===== config.mk =====
export PLATFORM = sky130hd
export DESIGN_NAME = skeeball_hit_detector_flat
export DESIGN_NICKNAME = d
export VERILOG_FILES = /design/src/rtl/skeeball_pkg.sv /design/src/rtl/skeeball_hit_detector_if.sv /design/src/rtl/skeeball_debounce.sv /design/src/rtl/skeeball_hit_detector.sv /design/src/flat_wrapper.sv
export SDC_FILE = /design/constraint.sdc
export NUM_CORES = 1
export LEC_CHECK = 0
export ABC_CLOCK_PERIOD_IN_PS = 4100
export CORE_ASPECT_RATIO = 1.1
export CORE_MARGIN = 3
export CORE_UTILIZATION = 54
export DETAILED_ROUTE_END_ITERATION = 8
export PLACE_DENSITY = 0.75
export SLEW_MARGIN = 10
export SYNTH_ARGS = -nofsm -noshare
export SYNTH_HDL_FRONTEND = slang
export SYNTH_HIERARCHICAL = 1
export SYNTH_SLANG_ARGS = --single-unit

===== constraint.sdc =====
create_clock -name clk -period 4.1 [get_ports clk]
set_input_delay 0.41 -clock clk [delete_from_list [all_inputs] [get_ports clk]]
set_output_delay 0.41 -clock clk [all_outputs]
set_load 0.05 [all_outputs]

===== src/rtl/skeeball_pkg.sv =====
// Shared types and constants for the skeeball lane front end.
package skeeball_pkg;

   typedef enum logic [2:0] {
      IDLE,
      PLAY,
      HIT,
      HOLDOFF,
      OVER
   } state_t;

   localparam int HOLE_0     = 0;
   localparam int HOLE_10    = 1;
   localparam int HOLE_20    = 2;
   localparam int HOLE_30    = 3;
   localparam int HOLE_40    = 4;
   localparam int HOLE_50    = 5;
   localparam int HOLE_100   = 6;
   localparam int NUM_HOLES  = 7;
   localparam int HIT_CYCLES = 3;

   // Ascending scan so the highest-value hole overwrites any lower one.
   function automatic logic [NUM_HOLES-1:0] pick_highest(input logic [NUM_HOLES-1:0] ev);
      logic [NUM_HOLES-1:0] oh;
      oh = '0;
      for (int i = 0; i < NUM_HOLES; i++) begin
         if (ev[i]) begin
            oh    = '0;
            oh[i] = 1'b1;
         end
      end
      return oh;
   endfunction

endpackage


===== src/rtl/skeeball_hit_detector_if.sv =====
// Lane bundle: raw switches in, game-control and score strobes out.
interface skeeball_hit_detector_if;
   import skeeball_pkg::*;

   logic [NUM_HOLES-1:0] sensor_raw;
   logic                 start_raw;
   logic                 play_state;
   logic                 game_over;
   logic [3:0]           balls_left;
   logic [NUM_HOLES-1:0] hit;
   logic                 ball_clk;
   logic [NUM_HOLES-1:0] fault;

   modport master (
      output sensor_raw, start_raw,
      input  play_state, game_over, balls_left, hit, ball_clk, fault
   );

   modport slave (
      input  sensor_raw, start_raw,
      output play_state, game_over, balls_left, hit, ball_clk, fault
   );

endinterface


===== src/rtl/skeeball_debounce.sv =====
// One input bit: two-flop synchroniser, consecutive-sample debouncer and a registered rising-edge pulse.
module skeeball_debounce #(
   parameter int DEBOUNCE_CYCLES = 16
) (
   input  logic clk,
   input  logic rst_n,
   input  logic i_raw,
   output logic o_level,
   output logic o_rise
);

   localparam int CW = (DEBOUNCE_CYCLES > 1) ? $clog2(DEBOUNCE_CYCLES) : 1;

   logic          r_sync1;
   logic          r_sync2;
   logic          r_level;
   logic          r_rise;
   logic [CW-1:0] r_cnt;

   always_ff @(posedge clk or negedge rst_n) begin
      if (!rst_n) begin
         r_sync1 <= 1'b0;
         r_sync2 <= 1'b0;
         r_level <= 1'b0;
         r_rise  <= 1'b0;
         r_cnt   <= '0;
      end else begin
         r_sync1 <= i_raw;
         r_sync2 <= r_sync1;
         r_rise  <= 1'b0;
         // Any sample agreeing with the committed level restarts the run.
         if (r_sync2 != r_level) begin
            if (r_cnt == CW'(DEBOUNCE_CYCLES - 1)) begin
               r_level <= r_sync2;
               r_rise  <= r_sync2;
               r_cnt   <= '0;
            end else begin
               r_cnt <= r_cnt + CW'(1);
            end
         end else begin
            r_cnt <= '0;
         end
      end
   end

   assign o_level = r_level;
   assign o_rise  = r_rise;

endmodule


===== src/rtl/skeeball_hit_detector.sv =====
// Skeeball lane front end: debounced sensors and start button drive the game sequencer and hit strobes.
// Stuck-sensor detection is compiled in when STUCK_SENSOR_EN is defined.
module skeeball_hit_detector
   import skeeball_pkg::*;
#(
   parameter int DEBOUNCE_CYCLES = 16,
   parameter int HOLDOFF_CYCLES  = 64,
   parameter int BALLS_PER_GAME  = 9,
   parameter int STUCK_CYCLES    = 4096
) (
   input  logic                   clk,
   input  logic                   rst_n,
   skeeball_hit_detector_if.slave io_lane
);

   localparam int TMAX = (HOLDOFF_CYCLES > HIT_CYCLES) ? HOLDOFF_CYCLES : HIT_CYCLES;
   localparam int TW   = $clog2(TMAX + 1);

   logic [NUM_HOLES:0]   w_raw;
   logic [NUM_HOLES:0]   w_level;
   logic [NUM_HOLES:0]   w_rise;
   logic [NUM_HOLES-1:0] w_fault;
   logic [NUM_HOLES-1:0] w_event;
   logic                 w_start_ev;
   logic                 w_game_start;
   logic                 w_unused_level;

   state_t               r_state,  w_state_next;
   logic [TW-1:0]        r_tmr,    w_tmr_next;
   logic [3:0]           r_balls,  w_balls_next;
   logic [NUM_HOLES-1:0] r_hit,    w_hit_next;

   // Bit NUM_HOLES carries the start button through the same input path as the holes.
   assign w_raw = {io_lane.start_raw, io_lane.sensor_raw};

   for (genvar gi = 0; gi <= NUM_HOLES; gi++) begin : g_in
      skeeball_debounce #(
         .DEBOUNCE_CYCLES(DEBOUNCE_CYCLES)
      ) u_db (
         .clk     (clk),
         .rst_n   (rst_n),
         .i_raw   (w_raw[gi]),
         .o_level (w_level[gi]),
         .o_rise  (w_rise[gi])
      );
   end

`ifdef STUCK_SENSOR_EN
   localparam int SW = $clog2(STUCK_CYCLES + 1);

   for (genvar gi = 0; gi < NUM_HOLES; gi++) begin : g_stuck
      logic [SW-1:0] r_cnt;
      logic          r_fault;

      always_ff @(posedge clk or negedge rst_n) begin
         if (!rst_n) begin
            r_cnt   <= '0;
            r_fault <= 1'b0;
         end else begin
            if (!w_level[gi]) begin
               r_cnt <= '0;
            end else if (r_cnt != SW'(STUCK_CYCLES)) begin
               r_cnt <= r_cnt + SW'(1);
            end
            // A new game clears the flag; a sensor still stuck re-flags on the next cycle.
            if (w_game_start) begin
               r_fault <= 1'b0;
            end else if (w_level[gi] && (r_cnt >= SW'(STUCK_CYCLES - 1))) begin
               r_fault <= 1'b1;
            end
         end
      end

      assign w_fault[gi] = r_fault;
   end

   assign w_unused_level = w_level[NUM_HOLES];
`else
   assign w_fault        = '0;
   assign w_unused_level = ^{w_level, w_game_start};
`endif

   assign w_event    = w_rise[NUM_HOLES-1:0] & ~w_fault;
   assign w_start_ev = w_rise[NUM_HOLES];

   always_ff @(posedge clk or negedge rst_n) begin
      if (!rst_n) begin
         r_state <= IDLE;
         r_tmr   <= '0;
         r_balls <= '0;
         r_hit   <= '0;
      end else begin
         r_state <= w_state_next;
         r_tmr   <= w_tmr_next;
         r_balls <= w_balls_next;
         r_hit   <= w_hit_next;
      end
   end

   always_comb begin
      w_state_next = r_state;
      w_tmr_next   = r_tmr;
      w_balls_next = r_balls;
      w_hit_next   = r_hit;
      w_game_start = 1'b0;
      case (r_state)
         IDLE: begin
            if (w_start_ev) begin
               w_state_next = PLAY;
               w_balls_next = 4'(BALLS_PER_GAME);
               w_game_start = 1'b1;
            end
         end
         PLAY: begin
            if (|w_event) begin
               w_state_next = HIT;
               w_hit_next   = pick_highest(w_event);
               w_tmr_next   = '0;
            end
         end
         HIT: begin
            if (r_tmr == TW'(HIT_CYCLES - 1)) begin
               w_state_next = HOLDOFF;
               w_tmr_next   = '0;
               if (r_balls != 4'd0) begin
                  w_balls_next = r_balls - 4'd1;
               end
            end else begin
               w_tmr_next = r_tmr + TW'(1);
            end
         end
         HOLDOFF: begin
            if (r_tmr == TW'(HOLDOFF_CYCLES - 1)) begin
               w_state_next = (r_balls == 4'd0) ? OVER : PLAY;
               w_tmr_next   = '0;
            end else begin
               w_tmr_next = r_tmr + TW'(1);
            end
         end
         OVER: begin
            if (w_start_ev) begin
               w_state_next = IDLE;
            end
         end
         default: w_state_next = IDLE;
      endcase
   end

   // ball_clk sits in the middle hit cycle so its falling edge meets a stable hit vector.
   assign io_lane.play_state = (r_state != IDLE);
   assign io_lane.game_over  = (r_state == OVER);
   assign io_lane.balls_left = r_balls;
   assign io_lane.hit        = (r_state == HIT) ? r_hit : '0;
   assign io_lane.ball_clk   = (r_state == HIT) && (r_tmr == TW'(1));
   assign io_lane.fault      = w_fault;

endmodule


===== src/flat_wrapper.sv =====
// flat-port wrapper written by rule: the top's interface ports become plain ports
module skeeball_hit_detector_flat import skeeball_pkg::*;
#(
   parameter int DEBOUNCE_CYCLES = 16,
   parameter int HOLDOFF_CYCLES  = 64,
   parameter int BALLS_PER_GAME  = 9,
   parameter int STUCK_CYCLES    = 4096
)
  (clk, rst_n, io_lane_sensor_raw, io_lane_start_raw, io_lane_play_state, io_lane_game_over, io_lane_balls_left, io_lane_hit, io_lane_ball_clk, io_lane_fault);
  skeeball_hit_detector_if io_lane_i ();
  input  logic clk;
  input  logic rst_n;
  input wire logic [$bits(io_lane_i.sensor_raw)-1:0] io_lane_sensor_raw;
  input wire logic [$bits(io_lane_i.start_raw)-1:0] io_lane_start_raw;
  output wire logic [$bits(io_lane_i.play_state)-1:0] io_lane_play_state;
  output wire logic [$bits(io_lane_i.game_over)-1:0] io_lane_game_over;
  output wire logic [$bits(io_lane_i.balls_left)-1:0] io_lane_balls_left;
  output wire logic [$bits(io_lane_i.hit)-1:0] io_lane_hit;
  output wire logic [$bits(io_lane_i.ball_clk)-1:0] io_lane_ball_clk;
  output wire logic [$bits(io_lane_i.fault)-1:0] io_lane_fault;
  assign io_lane_i.sensor_raw = io_lane_sensor_raw;
  assign io_lane_i.start_raw = io_lane_start_raw;
  assign io_lane_play_state = io_lane_i.play_state;
  assign io_lane_game_over = io_lane_i.game_over;
  assign io_lane_balls_left = io_lane_i.balls_left;
  assign io_lane_hit = io_lane_i.hit;
  assign io_lane_ball_clk = io_lane_i.ball_clk;
  assign io_lane_fault = io_lane_i.fault;
  skeeball_hit_detector #(.DEBOUNCE_CYCLES(DEBOUNCE_CYCLES), .HOLDOFF_CYCLES(HOLDOFF_CYCLES), .BALLS_PER_GAME(BALLS_PER_GAME), .STUCK_CYCLES(STUCK_CYCLES)) u_core (.clk(clk), .rst_n(rst_n), .io_lane(io_lane_i));
endmodule

Yosys cells after proc, flatten, opt, wreduce, memory -nomap -nowiden
Cells that the tools add are included.
Word-level totals
  bits in registers: 85
  output and inout bits: 21
  input bits: 10
  logic and storage cells: 158
Operators by class
  add/sub/neg operators: 10
  muxes and demuxes: 55
  reduce and logical (&&, ||, !) cells: 20
  equality and inequality tests: 29
Operators with widths (number)
  4-bit 2-to-1 mux: 20
  7-bit 2-to-1 mux: 5
  4-bit by 1-bit adder with 4-bit output, second input constant: 8
  4-bit == test, second input constant: 8
  3-bit 2-to-1 mux: 7
  7-bit case mux with 3 select lines: 1
  2-bit AND reduction: 10
  1-bit 2-to-1 mux: 17
  3-bit case mux with 5 select lines: 1
  2-bit by 1-bit inequality test with 1-bit output, second input constant: 5
  1-bit inequality test: 8
  4-bit case mux with 2 select lines: 1
  7-bit by 1-bit adder with 7-bit output, second input constant: 1
  7-bit by 1-bit == test with 1-bit output, second input constant: 1
  7-bit by 2-bit == test with 1-bit output, second input constant: 1
  7-bit by 6-bit == test with 1-bit output, second input constant: 1
  7-bit OR reduction: 1
  3-bit by 2-bit == test with 1-bit output, second input constant: 2
  6-bit 2-to-1 mux: 1
  3-bit nonzero test: 2
  5-bit 2-to-1 mux: 1
  5-bit AND reduction: 1
  4-bit zero test: 1
  4-bit AND reduction: 1
  9 further kinds: 9

Depth between registers and ports, before layout
  word-level depth: 7
  depth in mapped cells: 7
  depth with buffers taken out: 5

By module
Netlist, hierarchy kept.
Modules (own cells, without submodules)
  skeeball_debounce: cells each 22, seq. area each 200.2 µm², times used 8, area an instance 312.8 µm²
  skeeball_hit_detector: cells each 145, seq. area each 525.5 µm², times used 1, area an instance 1302.5 µm²

Worst setup path after synthesis
OpenSTA, ideal clock, no wires.
  kind: reg2out
  start: reg u_core.r_state[0]
  end: out io_lane_game_over
  stages on the path, launching flop included: 3
  slack: 1.918 ns
  required time: 3.690 ns
  buffers on the path: 1
  data arrival time: 1.772 ns
  path through: dfrtp_1 -> clkbuf_1 -> nor3b_1
Between the ends
  cells in the longest elaborated chain, start to end: 1
RTL lines
  start, declared: RTL line skeeball_hit_detector.sv:28  | state_t r_state, w_state_next;
  start signal, assigned: RTL line skeeball_hit_detector.sv:93  | r_state <= w_state_next;
  3-bit == test: RTL line skeeball_hit_detector.sv:151  | assign io_lane.game_over = (r_state == OVER);
  end, declared: RTL line flat_wrapper.sv:16  | output wire logic [$bits(io_lane_i.game_over)-1:0] io_lane_game_over;
No other way between the ends.

Final worst setup path
  start: reg u_core.r_state[1]
  end: out io_lane_hit[0]
Between the ends
  cells in the longest elaborated chain, start to end: 2
RTL lines
  3-bit by 2-bit == test with 1-bit output: RTL line skeeball_hit_detector.sv:153  | assign io_lane.hit = (r_state == HIT) ? r_hit : '0;
  7-bit 2-to-1 mux: RTL line skeeball_hit_detector.sv:153
  end, declared: RTL line flat_wrapper.sv:18  | output wire logic [$bits(io_lane_i.hit)-1:0] io_lane_hit;
No other way between the ends.

==> flow_summary.yaml <==
power:
  power_frac_comb_pct: 5.6
  power_leakage_nw: 1.89
  p_clk_share_pct: 35.9
  pwr-share-seq_pct: 58.5
  internal_power_mw: 1.17
  p_sw_uw: 349
  powerDensity_nw_per_um2: 357
  swShare_pct: 23.0
  total_power_mw: 1.52
  vdd_ir_drop_max_mv: 0.213
grt:
  grt_use_total_pct: 16.6
  grt_pass1_vias: 2421
  grt_max_degree: 86
  antenna_found_initial: 0
  grt_pass1_wl_um: 10600
  overflow: 0
timing:
  setup_viol: 0
  setup_tns_ns: 0
  setup_ws_ns: 0.821
  tightest_slew_ns: 1.02
  rsz0062_at_grt: "no"
  finClkSkew_ns: 0.0119
  period_share_pct: 80.0
  max-slew-margin-rel_pct: 32.3
  period_minus_slack_ns: 3.28
  max_freq_mhz: 305
  drv_slew: 0
  hold_viol: 0
floorplanning:
  io_pins: 31
  die_area_um2: 8090
  row_count: 31
  die_h_um: 94.0
  die_x_um: 86.0
  start_util_pct: 56.7
  coreArea_um2: 6710
placed_design:
  placed_area_um2: 4080
  io_buffers: 23
  pre_cts_ws_ns: 1.19
  dp_hpwl_um: 4160
  place_congestion: 0.774
clock_tree:
  cts_resized: 0
  path_clk_slew_ns: 0.08
  cts-buffers-inserted: 9
  tritoncts: "done"
  clockBufferDepth: 2
  postCtsSetupBuffers: 0
  cts_hold_buf: 0
  cts_max_level: 3
  clock-sinks: 85
  root_buffer: "clkbuf_8"
  clock_latency_ns: 0.34
setup_path:
  rr_worst_depth: 3
  reg2reg_to: "u_core/r_hit[6]"
  crit_family: "simple AND/OR/NAND/NOR gates"
  r2r_slack_ns: 1.73
  worstPathArrival_ns: 2.87
  path_max_fanout: 17
  start_kind: "flip-flop"
  cp_cell_sequence: "nand2b_1, nor2_1, and2_1, clkdlybuf4s50_1"
  cp-end-kind: "output pin"
  max_stage_delay_ns: 0.80
  crit_slowest_cell: "clkdlybuf4s50_1"
  required_ns: 3.69
  r2r-start: "u_core/g_in[5].u_db/o_rise"
  worstPathBufferInverterCount: 1
  path_class: "reg2out"
synth:
  synth_cells: 321
  synth_flop_cell: "dfrtp_1"
  ys_seq_elements: 85
  async_reset_ff_share_pct: 100
  synth_edf_count: 0
  syn_area_um2: 3800
  synth.distinct_cells: 45
  ys_warn_count: 6
  syn_area_per_cell_um2: 11.9
  seq_area_frac_synth_pct: 55.9
route:
  num_vias: 2410
  detail-route-antenna-nets: 0
  dr.pass1.iters: 4
  drtIter0Drc: 126
  via_per_inst: 5.55
  wl_um: 6100
  drc: 0
  routedWlPerCell_um: 14.0
final_layout:
  area.growth.synth_to_final_pct: 11.9
  finalCoreUtilization_pct: 63.4
  diodes: 0
  nets: 371
  drive_gt1_share_pct: 13.1
  fin_area_um2: 4260
  fill_cells: 539
run_status:
  status: "completed"
flow_run:
  max-cap-violations: 0
hold_path:
  min_path_type: "in2async"
==> Yosys cell counts, types with 2 or more instances <==
master	n	area [um^2]
o21ai_0	16	80.1
nand4_1	2	12.5
xnor2_1	17	149
nand3_2	8	80.1
nand2_1	7	26.3
and3_1	2	12.5
nand4b_1	8	70.1
a21oi_1	22	110
nand2b_1	3	18.8
nor2b_1	9	56.3
mux2_4	8	120
nor3b_2	9	113
nor4_1	3	18.8
nor2_1	19	71.3
buf_4	8	60.1
a32o_1	2	20.0
nor3b_1	9	67.6
ha_1	13	163
inv_1	17	63.8
nand3_1	10	50.1
clkbuf_1	4	15.0
nor3_1	3	15.0
or4_1	2	15.0
or3_1	4	25.0
and2_1	10	62.6
dfrtp_1	85	2130
o31ai_1	2	15.0
a41oi_1	2	17.5
==> cell families after synthesis <==
kind of cell	synth area share (%)
AND/OR/NAND/NOR	19.6
flip-flops	55.9
AO/OA/AOI/OAI	8.39
buffers and inverters	3.78
XOR/XNOR	3.91
adder cells (fa/ha/maj)	4.28
multiplexers	4.01
other	0.0986
==> metrics by stage <==
step | hold slack (ns) | instances
6_report | 0.211 | 434
5_1_grt | 0.292 | 434
4_1_cts | 0.272 | 434
3_5_place_dp | 0.335 | 419
3_3_place_gp | 0.334 | 419
2_1_floorplan | 0.114 | 327
==> power groups by stage <==
stage | Clock, mW | Sequential, mW | Combinational (mW)
floorplan | 0 | 0.901 | 0.0619
global placement | 0 | 0.905 | 0.0859
detailed placement | 0 | 0.907 | 0.0875
CTS | 0.567 | 0.890 | 0.0883
global route | 0.606 | 0.895 | 0.0990
finish | 0.546 | 0.890 | 0.0859
==> worst max path at each step <==
| stage | endpoint | slack, ns | cells past startpoint | start |
|---|---|---|---|---|
| after floorplan | io_lane_game_over | 1.92 | 2 | u_core/r_state[0] |
| after global placement | io_lane_hit[0] | 1.22 | 4 | u_core/r_state[1] |
| after detailed placement | io_lane_hit[0] | 1.19 | 4 | u_core/r_state[1] |
| after CTS | io_lane_hit[0] | 0.80 | 4 | u_core/r_state[1] |
| after global routing | io_lane_hit[0] | 0.57 | 4 | u_core/r_state[1] |
| final | io_lane_hit[0] | 0.82 | 4 | u_core/r_state[1] |
==> layer usage <==
metal	share of wire [%]	GRT usage (%)	vias to the layer above
li1	-	-	1170
met1	45	20.4	1191
met2	49	27.5	41
met3	3.9	5.18	8
met4	1.2	6.20	0
met5	0	0	-
==> registers in the layout, indices dropped and copies added (netlist names) <==
signal and flops:
u_core/g_in.u_db/o_rise 8, u_core/g_in.u_db/r_cnt 32, u_core/io_lane.balls_left 4, u_core/g_in.u_db/r_sync1 8, u_core/r_hit 7, u_core/r_tmr 7
u_core/r_state 3, u_core/g_in.u_db/o_level 8, u_core/g_in.u_db/r_sync2 8
==> layout make-up <==
class	instances	area [um^2]	area share [%]
well taps	82	103	2.41
clock buffers	9	124	2.91
repair buffers	23	228	5.35
inverters	17	63.8	1.50
flip-flops and latches	85	2130	50.0
clock inverters	6	55.1	1.29
multi-input cells	212	1560	36.6
==> worst reg2reg max path: stages, from the launching register on <==
cell     delay [ns]
dfrtp_1        0.41
or4_1          0.63
o21ai_1        0.80
mux2_2         0.42
==> placed cells by master, fill, tap and decap left out, types with 3 or more instances in the layout <==
master | synthesis | layout
dfrtp_1 | 85 | 85
clkdlybuf4s50_1 | 0 | 22
a21oi_1 | 22 | 22
nor2_1 | 19 | 19
inv_1 | 17 | 17
xnor2_1 | 17 | 17
o21ai_0 | 16 | 16
ha_1 | 13 | 13
and2_1 | 10 | 10
nand3_1 | 10 | 10
clkbuf_8 | 0 | 9
nor3b_1 | 9 | 9
nor2b_1 | 9 | 9
nor3b_2 | 9 | 9
nand3_2 | 8 | 8
nand4b_1 | 8 | 8
mux2_4 | 8 | 8
nand2_1 | 7 | 7
conb_1 | 1 | 7
clkinv_2 | 0 | 5
or3_1 | 4 | 4
nand2b_1 | 3 | 3
nor4_1 | 3 | 3
nor3_1 | 3 | 3
(Power assumes the default switching activity.)
